==> config.mk <==
export PLATFORM = sky130hd
export DESIGN_NAME = fft_stream_adapter
export DESIGN_NICKNAME = d
export VERILOG_FILES = /design/src/rtl/fft_adapt_pkg.sv /design/src/rtl/fft_skid_buf.sv /design/src/rtl/fft_stream_adapter.sv
export SDC_FILE = /design/constraint.sdc
export NUM_CORES = 1
export LEC_CHECK = 0
export BUFFER_PORTS_ARGS = -buffer_cell sky130_fd_sc_hd__buf_2
export CELL_PAD_IN_SITES_DETAIL_PLACEMENT = 0
export CELL_PAD_IN_SITES_GLOBAL_PLACEMENT = 1
export CORE_MARGIN = 10
export CORE_UTILIZATION = 35
export DETAILED_ROUTE_END_ITERATION = 8
export PLACE_DENSITY = 0.79
export SKIP_CTS_REPAIR_TIMING = 1
export SYNTH_ARGS = -nofsm -noshare
export SYNTH_HDL_FRONTEND = slang
export SYNTH_SLANG_ARGS = --single-unit
==> constraint.sdc <==
create_clock -name clk_clk -period 3.4 [get_ports clk_clk]
set_input_delay 0.34 -clock clk_clk [delete_from_list [all_inputs] [get_ports clk_clk]]
set_output_delay 0.34 -clock clk_clk [all_outputs]
set_load 0.05 [all_outputs]
==> src/rtl/fft_adapt_pkg.sv <==
// Shared definitions for the FFT stream adapter.
//   ERR_MISMATCH / ERR_FLUSH : bit positions inside the 2-bit out_error field
//   ERR_CODE_*               : complete out_error codes
//   beat_ctl_t               : per-beat framing/status bits carried through the skid buffer
//   ch_width()               : channel tag width, never below 1 bit
package fft_adapt_pkg;

  localparam int ERR_MISMATCH = 0;
  localparam int ERR_FLUSH    = 1;

  localparam logic [1:0] ERR_CODE_NONE     = 2'b00;
  localparam logic [1:0] ERR_CODE_MISMATCH = 2'b01;
  localparam logic [1:0] ERR_CODE_FLUSH    = 2'b10;

  typedef struct packed {
    logic       sop;
    logic       eop;
    logic [1:0] error;
  } beat_ctl_t;

  function automatic int ch_width(input int n);
    return (n <= 1) ? 1 : $clog2(n);
  endfunction

endpackage

==> src/rtl/fft_skid_buf.sv <==
// Two-entry registered skid buffer (FIFO of depth 2).
//   i_clk, i_rst_n : clock, async active-low reset
//   i_push, i_data : write one payload word (caller guarantees !o_full)
//   o_full         : registered, both entries occupied
//   o_valid, o_data, i_ready : read side, word leaves on o_valid & i_ready
// The full flag depends only on stored state, so the upstream ready has no
// combinational path from the downstream ready.
module fft_skid_buf #(
  parameter int W = 8
) (
  input  logic         i_clk,
  input  logic         i_rst_n,
  input  logic         i_push,
  input  logic [W-1:0] i_data,
  output logic         o_full,
  output logic         o_valid,
  input  logic         i_ready,
  output logic [W-1:0] o_data
);

  logic [W-1:0] r_mem [2];
  logic         r_wr_ptr;
  logic         r_rd_ptr;
  logic [1:0]   r_cnt;
  logic         w_pop;

  assign o_valid = (r_cnt != 2'd0);
  assign o_full  = r_cnt[1];
  assign o_data  = r_mem[r_rd_ptr];
  assign w_pop   = o_valid & i_ready;

  always_ff @(posedge i_clk or negedge i_rst_n) begin
    if (!i_rst_n) begin
      r_mem[0] <= '0;
      r_mem[1] <= '0;
      r_wr_ptr <= 1'b0;
      r_rd_ptr <= 1'b0;
      r_cnt    <= 2'd0;
    end else begin
      if (i_push) begin
        r_mem[r_wr_ptr] <= i_data;
        r_wr_ptr        <= ~r_wr_ptr;
      end
      if (w_pop) r_rd_ptr <= ~r_rd_ptr;
      case ({i_push, w_pop})
        2'b10:   r_cnt <= r_cnt + 2'd1;
        2'b01:   r_cnt <= r_cnt - 2'd1;
        default: r_cnt <= r_cnt;
      endcase
    end
  end

endmodule

==> src/rtl/fft_stream_adapter.sv <==
// Avalon-ST packetiser in front of the FFT sink: cuts a tagged complex sample
// stream into 2**POINTS_LOG2-point frames, round-robins frames over CHANNELS,
// drops samples whose tag does not match the active channel (flagged on eop),
// and closes a frame early on in_flush with a zero-data eop beat.
// Optional build macro: FFT_ADAPT_ERRCNT_EN adds err_count (saturating count
// of eop beats transferred with a non-zero error code).
// Ports:
//   clk_clk, reset_reset_n         : clock, async active-low reset
//   in_valid/in_ready/in_data/in_channel/in_flush : sample input
//   out_valid/out_ready/out_data/out_channel/out_startofpacket/
//   out_endofpacket/out_error      : FFT sink side
module fft_stream_adapter
  import fft_adapt_pkg::*;
#(
  parameter int DATA_W      = 22,
  parameter int POINTS_LOG2 = 10,
  parameter int CHANNELS    = 1,
  localparam int CH_W       = ch_width(CHANNELS)
) (
  input  logic                clk_clk,
  input  logic                reset_reset_n,
  input  logic                in_valid,
  output logic                in_ready,
  input  logic [2*DATA_W-1:0] in_data,
  input  logic [CH_W-1:0]     in_channel,
  input  logic                in_flush,
  output logic                out_valid,
  input  logic                out_ready,
  output logic [2*DATA_W-1:0] out_data,
  output logic [CH_W-1:0]     out_channel,
  output logic                out_startofpacket,
  output logic                out_endofpacket,
  output logic [1:0]          out_error
`ifdef FFT_ADAPT_ERRCNT_EN
  ,
  output logic [15:0]         err_count
`endif
);

  typedef struct packed {
    logic [2*DATA_W-1:0] data;
    logic [CH_W-1:0]     channel;
    beat_ctl_t           ctl;
  } beat_t;

  localparam int BEAT_W = $bits(beat_t);

  logic [POINTS_LOG2-1:0] r_cnt;
  logic [CH_W-1:0]        r_ach;
  logic                   r_mm;
  logic                   r_pf;
  logic                   r_rdy_en;

  logic                   w_full;
  logic                   w_tag_ok;
  logic                   w_accept;
  logic                   w_take;
  logic                   w_flush_emit;
  logic                   w_push;
  logic                   w_last;
  logic [CH_W-1:0]        w_ach_next;
  beat_t                  w_beat;
  logic [BEAT_W-1:0]      w_sb_data;
  beat_t                  w_out;

  // r_rdy_en keeps in_ready low while in reset and releases it one edge later.
  assign w_tag_ok     = (CHANNELS == 1) || (in_channel == r_ach);
  assign in_ready     = r_rdy_en & ~w_full & ~r_pf & ~in_flush;
  assign w_accept     = in_valid & in_ready;
  assign w_take       = w_accept & w_tag_ok;
  assign w_flush_emit = r_pf & ~w_full;
  assign w_push       = w_take | w_flush_emit;
  assign w_last       = &r_cnt;
  assign w_ach_next   = (r_ach == CH_W'(CHANNELS - 1)) ? '0 : r_ach + 1'b1;

  always_comb begin
    w_beat         = '0;
    w_beat.channel = r_ach;
    if (w_flush_emit) begin
      w_beat.ctl.eop                 = 1'b1;
      w_beat.ctl.error[ERR_FLUSH]    = 1'b1;
      w_beat.ctl.error[ERR_MISMATCH] = r_mm;
    end else begin
      w_beat.data                    = in_data;
      w_beat.ctl.sop                 = (r_cnt == '0);
      w_beat.ctl.eop                 = w_last;
      w_beat.ctl.error[ERR_MISMATCH] = w_last & r_mm;
    end
  end

  always_ff @(posedge clk_clk or negedge reset_reset_n) begin
    if (!reset_reset_n) begin
      r_cnt    <= '0;
      r_ach    <= '0;
      r_mm     <= 1'b0;
      r_pf     <= 1'b0;
      r_rdy_en <= 1'b0;
    end else begin
      r_rdy_en <= 1'b1;
      if (w_flush_emit) begin
        r_cnt <= '0;
        r_ach <= '0;
        r_mm  <= 1'b0;
        r_pf  <= 1'b0;
      end else if (in_flush && !r_pf) begin
        // Empty frame: nothing to close, just realign to channel 0.
        if (r_cnt != '0) begin
          r_pf <= 1'b1;
        end else begin
          r_ach <= '0;
          r_mm  <= 1'b0;
        end
      end else if (w_take) begin
        r_cnt <= r_cnt + 1'b1;
        if (w_last) begin
          r_ach <= w_ach_next;
          r_mm  <= 1'b0;
        end
      end else if (w_accept) begin
        r_mm <= 1'b1;
      end
    end
  end

  fft_skid_buf #(.W(BEAT_W)) u_skid (
    .i_clk   (clk_clk),
    .i_rst_n (reset_reset_n),
    .i_push  (w_push),
    .i_data  (w_beat),
    .o_full  (w_full),
    .o_valid (out_valid),
    .i_ready (out_ready),
    .o_data  (w_sb_data)
  );

  assign w_out             = beat_t'(w_sb_data);
  assign out_data          = w_out.data;
  assign out_channel       = w_out.channel;
  assign out_startofpacket = w_out.ctl.sop;
  assign out_endofpacket   = w_out.ctl.eop;
  // A drained entry may still hold an eop beat's error; keep it off the bus.
  assign out_error         = out_valid ? w_out.ctl.error : ERR_CODE_NONE;

`ifdef FFT_ADAPT_ERRCNT_EN
  always_ff @(posedge clk_clk or negedge reset_reset_n) begin
    if (!reset_reset_n) begin
      err_count <= 16'd0;
    end else if (out_valid && out_ready && out_endofpacket &&
                 (out_error != ERR_CODE_NONE) && (err_count != 16'hFFFF)) begin
      err_count <= err_count + 16'd1;
    end
  end
`endif

endmodule

# --- Word-level counts from Yosys, hierarchy flattened ---
# Index checks and enable logic that the tools add are counted.
# W data, S select, Z words.
word_totals:
  inputBits: 50
  out_inout_bits: 51
  word_cells: 81
  ff_bits: 116
classes:
  muxes: 29
  order_cmp: 3
  reduce_logical: 16
  n_eq_ne: 4
  addsub: 4
  bitwise_logic: 15
ops:
  columns: ["operator", "n"]
  rows:
  - ["$mux W49", 4]
  - ["$bwmux W98", 1]
  - ["$demux W49 S1", 1]
  - ["$mux W44", 1]
  - ["$mux W10", 3]
  - ["$mux W1", 17]
  - ["$add A10 B1 Y10 const B", 1]
  - ["$logic_not A10 Y1", 1]
  - ["$reduce_and A10 Y1", 1]
  - ["$reduce_bool A10 Y1", 1]
  - ["$reduce_bool A2 Y1", 5]
  - ["$and A1 B1 Y1", 7]
  - ["$reduce_bool A3 Y1", 2]
  - ["$not A1 Y1", 5]
  - ["$ge A2 B2 Y1 const B", 2]
  - ["$not A1 Y2", 2]
  - ["$pmux W2 S2", 1]
  - ["$reduce_and A2 Y1", 2]
  - ["$ne A3 B3 Y1 const B", 1]
  - ["$reduce_and A3 Y1", 1]
  - ["$add A2 B1 Y2 const B", 1]
  - ["$eq A2 B1 Y1 const B", 1]
  - ["$eq A2 B2 Y1 const B", 1]
  - ["$logic_and A1 B1 Y1", 2]
  - ["other kinds (7)", 7]

# --- Longest topological paths before layout ---
depth:
  word_depth: 8
  ltp_mapped: 8

# --- Cells and area by module ---
# From an unflattened synthesis, not the netlist that was laid out.
unflattened:
  cells_unflattened: 403
  hier_area_um2: 5401.4
by_module_without_submodules:
  columns: ["mod", "n_inst", "cells_each", "area_each_um2", "seq_area_each_um2"]
  rows:
  - ["fft_skid_buf", 1, 277, 4390.5, 2552.4]
  - ["fft_stream_adapter", 1, 126, 1011.0, 300.3]

# --- Least setup slack after synthesis ---
# OpenSTA, ideal clock, no wires.
synth_path:
  path_type: "register -> output"
  from: "reg u_skid.r_cnt[1]"
  to: "out in_ready"
  stages_incl_launch_ff: 3
  path_buffers: 1
  path_slack_ns: 0.907
  arrival_ns: 2.153
  t_required_ns: 3.060
  path_cell_list: "dfrtp_1 -> buf_6 -> nor4b_1"
synth_via:
  elab_chain_len: 4
synth_lines:
  columns: ["element", "line", "source"]
  rows:
  - ["start: declaration", "fft_skid_buf.sv:24", "logic [1:0] r_cnt;"]
  - ["start signal: assignment", "fft_skid_buf.sv:46", "2'b10: r_cnt <= r_cnt + 2'd1;"]
  - ["start signal: assignment", "fft_skid_buf.sv:47", "2'b01: r_cnt <= r_cnt - 2'd1;"]
  - ["start signal: assignment", "fft_skid_buf.sv:48", "default: r_cnt <= r_cnt;"]
  - ["$not A1 Y1", "fft_stream_adapter.sv:68", "assign in_ready = r_rdy_en & ~w_full & ~r_pf & ~in_flush;"]
  - ["$and A1 B1 Y1 (3 in series)", "fft_stream_adapter.sv:68", null]
  - ["end: declaration", "fft_stream_adapter.sv:23", "output logic in_ready,"]
# Every way passes these cells.

# --- Worst setup path after layout ---
layout_path:
  from: "reg u_skid.r_cnt[1]"
  to: "reg u_skid.r_mem[65] (netlist bit)"
layout_via:
  elab_chain_len: 6
  elab_cells_between_ends: 9
  classes_between: "mux (2); bitwise (7)"
layout_lines:
  columns: ["element", "line", "source"]
  rows:
  - ["$not A1 Y1 (*)", "fft_stream_adapter.sv:68, fft_stream_adapter.sv:71", null]
  - ["$and A1 B1 Y1 (3 in series)", "fft_stream_adapter.sv:68", null]
  - ["$and A1 B1 Y1", "fft_stream_adapter.sv:69", "assign w_accept = in_valid & in_ready;"]
  - ["$or A1 B1 Y1", "fft_stream_adapter.sv:72", "assign w_push = w_take | w_flush_emit;"]
  - ["end signal: indexed assignment", "fft_skid_buf.sv:41", "r_mem[r_wr_ptr] <= i_data;"]
  - ["end: declaration", "fft_skid_buf.sv:21", "logic [W-1:0] r_mem [2];"]
# Mark *: on every way between the ends. The rest lies on a longest branch, timed or not.
# A chain may end at the register's enable or synchronous reset.

==> metrics <==
outcome finished clean; layout cell share with drive strength beyond 1 0.313; peak ir drop on the vdd network 0.000451 V; most repeated cell in the gate-level netlist after synthesis sky130_fd_sc_hd__nand2_1; Hold Worst Slack 0.0562 ns; cell type contributing the most total cell area after synthesis sky130_fd_sc_hd__dfrtp_1; TritonCTS clock tree yes; Clock Pin Slew Worst Setup and Hold Paths 0.07 ns; Critical Path AT 2.58 ns; fmax 0.433 GHz; post-synthesis cell area 0.00507 mm2; fraction of the yosys area taken by sequential cells 0.543; maximum capacitance violations 0; antenna violations before repair 0; power density relative to cell area 1140 mW/mm2; die area 0.0197 mm2; pin slew with the least headroom to its limit 0.762 ns; mean cell area of the mapped netlist 10.2 um2; path class of the lowest-slack min-delay path input pin to asynchronous set/reset pin; WS Path Type register to register; Synth Register Bits 110; GP Congestion 0.793; share of the synthesized area in the top cell type 0.543; std cell rows 43; number of top-level pins 101; fraction of the cycle the final worst path needs 0.679; reg-to-reg setup timing slack 1.09 ns; Pins Over Slew Limit 0; global-route wire length before repair 19300 um; endpoint class of the critical path register; CTS root buffer sky130_fd_sc_hd__clkbuf_16; area share of xor/xnor cells in the synthesized design 0.0138; largest clock skew in the final design 0.00979 ns; post-synthesis instance total 498; WL/cell 15.0 um; Core Box Area 0.0140 mm2; GR Util All Layers 0.119; vias per cell 4.85; pin count of the biggest net entering global routing 58; tightest slew margin relative to the limit 0.492; gr ovfl total 0; number of clock sinks 110; effective utilization at floorplan 0.361; number of setup violations in the final report 0; via count of the first global-routing pass 3793; Worst Setup Start Kind register; Yosys warnings 0; source-to-sink clock delay at the later pin of the worst-skew pair 0.35 ns; worst path required time 3.67 ns; H-Tree Depth 3; share of flip-flops with an asynchronous set or reset after synthesis 1.00; setup total negative slack 0 ns; number of diodes 0; most frequent cells after synthesis sky130_fd_sc_hd__nand2_1, sky130_fd_sc_hd__dfrtp_1, sky130_fd_sc_hd__o21ai_0; Iteration-0 DRC Markers 242; total wire length after detailed routing 11500 um; Adder-Cell Fraction of Synth Area 0.00740; number of library cell types mapped by synthesis 45; area used by sequential logic in the layout 0.00275 mm2; remaining design rule violation count 0; share of synthesized cell area in and, or, nand and nor gates 0.149; largest family of logic cells by synthesized area simple AND/OR/NAND/NOR gates; die outline width 140 um; number of iterations in the first detailed-routing pass 4; residual antenna-violating net count after detailed routing 0; number of buffers inserted during clock tree synthesis 9; leakage power figure 2.95 nW; fill cell count 1358; prevailing post-synth register cell sky130_fd_sc_hd__dfrtp_1; RSZ-0062 raised after global routing false; complex-gate fraction of the synthesized area 0.124; fin worst setup slack 1.09 ns; endpoints failing hold 0; peak fanout along the critical path 53; proportion of synthesized area in mux cells 0.106; cell types with the largest area share after synthesis sky130_fd_sc_hd__dfrtp_1, sky130_fd_sc_hd__nand2_1, sky130_fd_sc_hd__mux2_2, sky130_fd_sc_hd__o21ai_0, sky130_fd_sc_hd__o21ai_1; footprint of the multi-input gates 0.00206 mm2; Post-Place Worst Slack 1.07 ns; Vias 3694; Clock Tree Buf Depth 2; Detailed Place HPWL 7770 um; Post-synth EDFFs 0; count of input and output buffers 97; Layout Area Growth over Synthesis 16.8%; Layout Nets 630; die extent in y 140 um; shortest period the worst path allows 2.31 ns
==> metal layers <==
layer	part of all wire	vias to the layer above	global-route usage
li1	-	1833	-
met1	0.45	1748	0.149
met2	0.47	96	0.189
met3	0.056	17	0.0352
met4	0.019	0	0.0500
met5	0	-	0
==> registers in the layout, indices dropped and copies added, names as in the netlist <==
signal / count
r_cnt: 10
r_pf: 1
u_skid.r_cnt: 2
u_skid.r_rd_ptr: 1
u_skid.r_wr_ptr: 1
r_rdy_en: 1
u_skid.r_mem: 94
==> worst paths after layout <==
path,startpoint,to,cells past startpoint
hold / removal,reset_reset_n,u_skid.r_mem[89],1
max in group asynchronous,reset_reset_n,u_skid.r_mem[15],2
setup reg to reg,u_skid.r_cnt[1],u_skid.r_mem[65],5
setup / recovery,u_skid.r_cnt[1],u_skid.r_mem[65],5
hold reg to reg,u_skid.r_mem[24],u_skid.r_mem[24],2
min in group clk_clk,in_data[29],u_skid.r_mem[83],3
==> per-stage QoR <==
| step | utilization | total power [mW] | instances | cell area, um2 |
|---|---|---|---|---|
| 2_1_floorplan | - | 5.03 | 499 | 5070 |
| 3_3_place_gp | 0.399 | 5.60 | 746 | 5610 |
| 3_5_place_dp | 0.399 | 5.71 | 746 | 5610 |
| 4_1_cts | 0.422 | 6.87 | 762 | 5920 |
| 5_1_grt | 0.422 | 7.25 | 762 | 5920 |
| 6_report | 0.422 | 6.76 | 762 | 5920 |
==> critical path: stages (launching register included) <==
cell and delay, ns:
sky130_fd_sc_hd__dfrtp_1 0.51, sky130_fd_sc_hd__nand2b_4 0.63, sky130_fd_sc_hd__a21o_4 0.60, sky130_fd_sc_hd__buf_12 0.30, sky130_fd_sc_hd__nand2_1 0.08, sky130_fd_sc_hd__o21ai_1 0.09
==> power breakdown <==
part / total (mW) / internal (mW) / switching [mW]
clock network: 1.13 / 0.664 / 0.463
logic: 3.46 / 1.03 / 2.43
registers: 2.17 / 1.85 / 0.322
total: 6.76 / 3.54 / 3.21
==> layout make-up <==
class                      instances  share of cell area
multi-input combinational        350               0.348
clock buffer                      12              0.0416
sequential                       110               0.465
timing repair buffer             103              0.0942
inverter                           3             0.00190
tap                              180              0.0380
clock inverter                     4              0.0118
==> kinds of logic after synthesis <==
| logic type | after synthesis |
|---|---|
| fa+ha+maj | 3 |
| compound gates | 112 |
| flops | 110 |
| simple gates | 176 |
| xor+xnor | 8 |
| mux | 48 |
| buf+inv | 39 |
| other cells | 2 |
==> cells in the final DEF (no fill, tap or decap), types with 2 or more instances in the layout <==
| master | synthesis | final |
|---|---|---|
| sky130_fd_sc_hd__nand2_1 | 147 | 147 |
| sky130_fd_sc_hd__dfrtp_1 | 110 | 109 |
| sky130_fd_sc_hd__buf_2 | 5 | 96 |
| sky130_fd_sc_hd__o21ai_0 | 51 | 51 |
| sky130_fd_sc_hd__mux2_2 | 46 | 46 |
| sky130_fd_sc_hd__o21ai_1 | 37 | 37 |
| sky130_fd_sc_hd__o21ai_2 | 11 | 10 |
| sky130_fd_sc_hd__nor2_1 | 9 | 9 |
| sky130_fd_sc_hd__clkbuf_16 | 0 | 9 |
| sky130_fd_sc_hd__buf_4 | 7 | 5 |
| sky130_fd_sc_hd__xor2_1 | 4 | 4 |
| sky130_fd_sc_hd__xnor2_1 | 4 | 4 |
| sky130_fd_sc_hd__a21oi_1 | 4 | 4 |
| sky130_fd_sc_hd__inv_1 | 3 | 3 |
| sky130_fd_sc_hd__ha_1 | 3 | 3 |
| sky130_fd_sc_hd__conb_1 | 2 | 3 |
| sky130_fd_sc_hd__mux2i_1 | 2 | 2 |
| sky130_fd_sc_hd__and3_1 | 2 | 2 |
| sky130_fd_sc_hd__nand2b_1 | 2 | 2 |
| sky130_fd_sc_hd__nand3_1 | 2 | 2 |
| sky130_fd_sc_hd__clkinv_2 | 0 | 2 |
| sky130_fd_sc_hd__clkbuf_1 | 10 | 2 |
| sky130_fd_sc_hd__bufinv_16 | 0 | 2 |
| sky130_fd_sc_hd__buf_12 | 0 | 2 |
No activity file was read; power rests on OpenSTA's default activity.
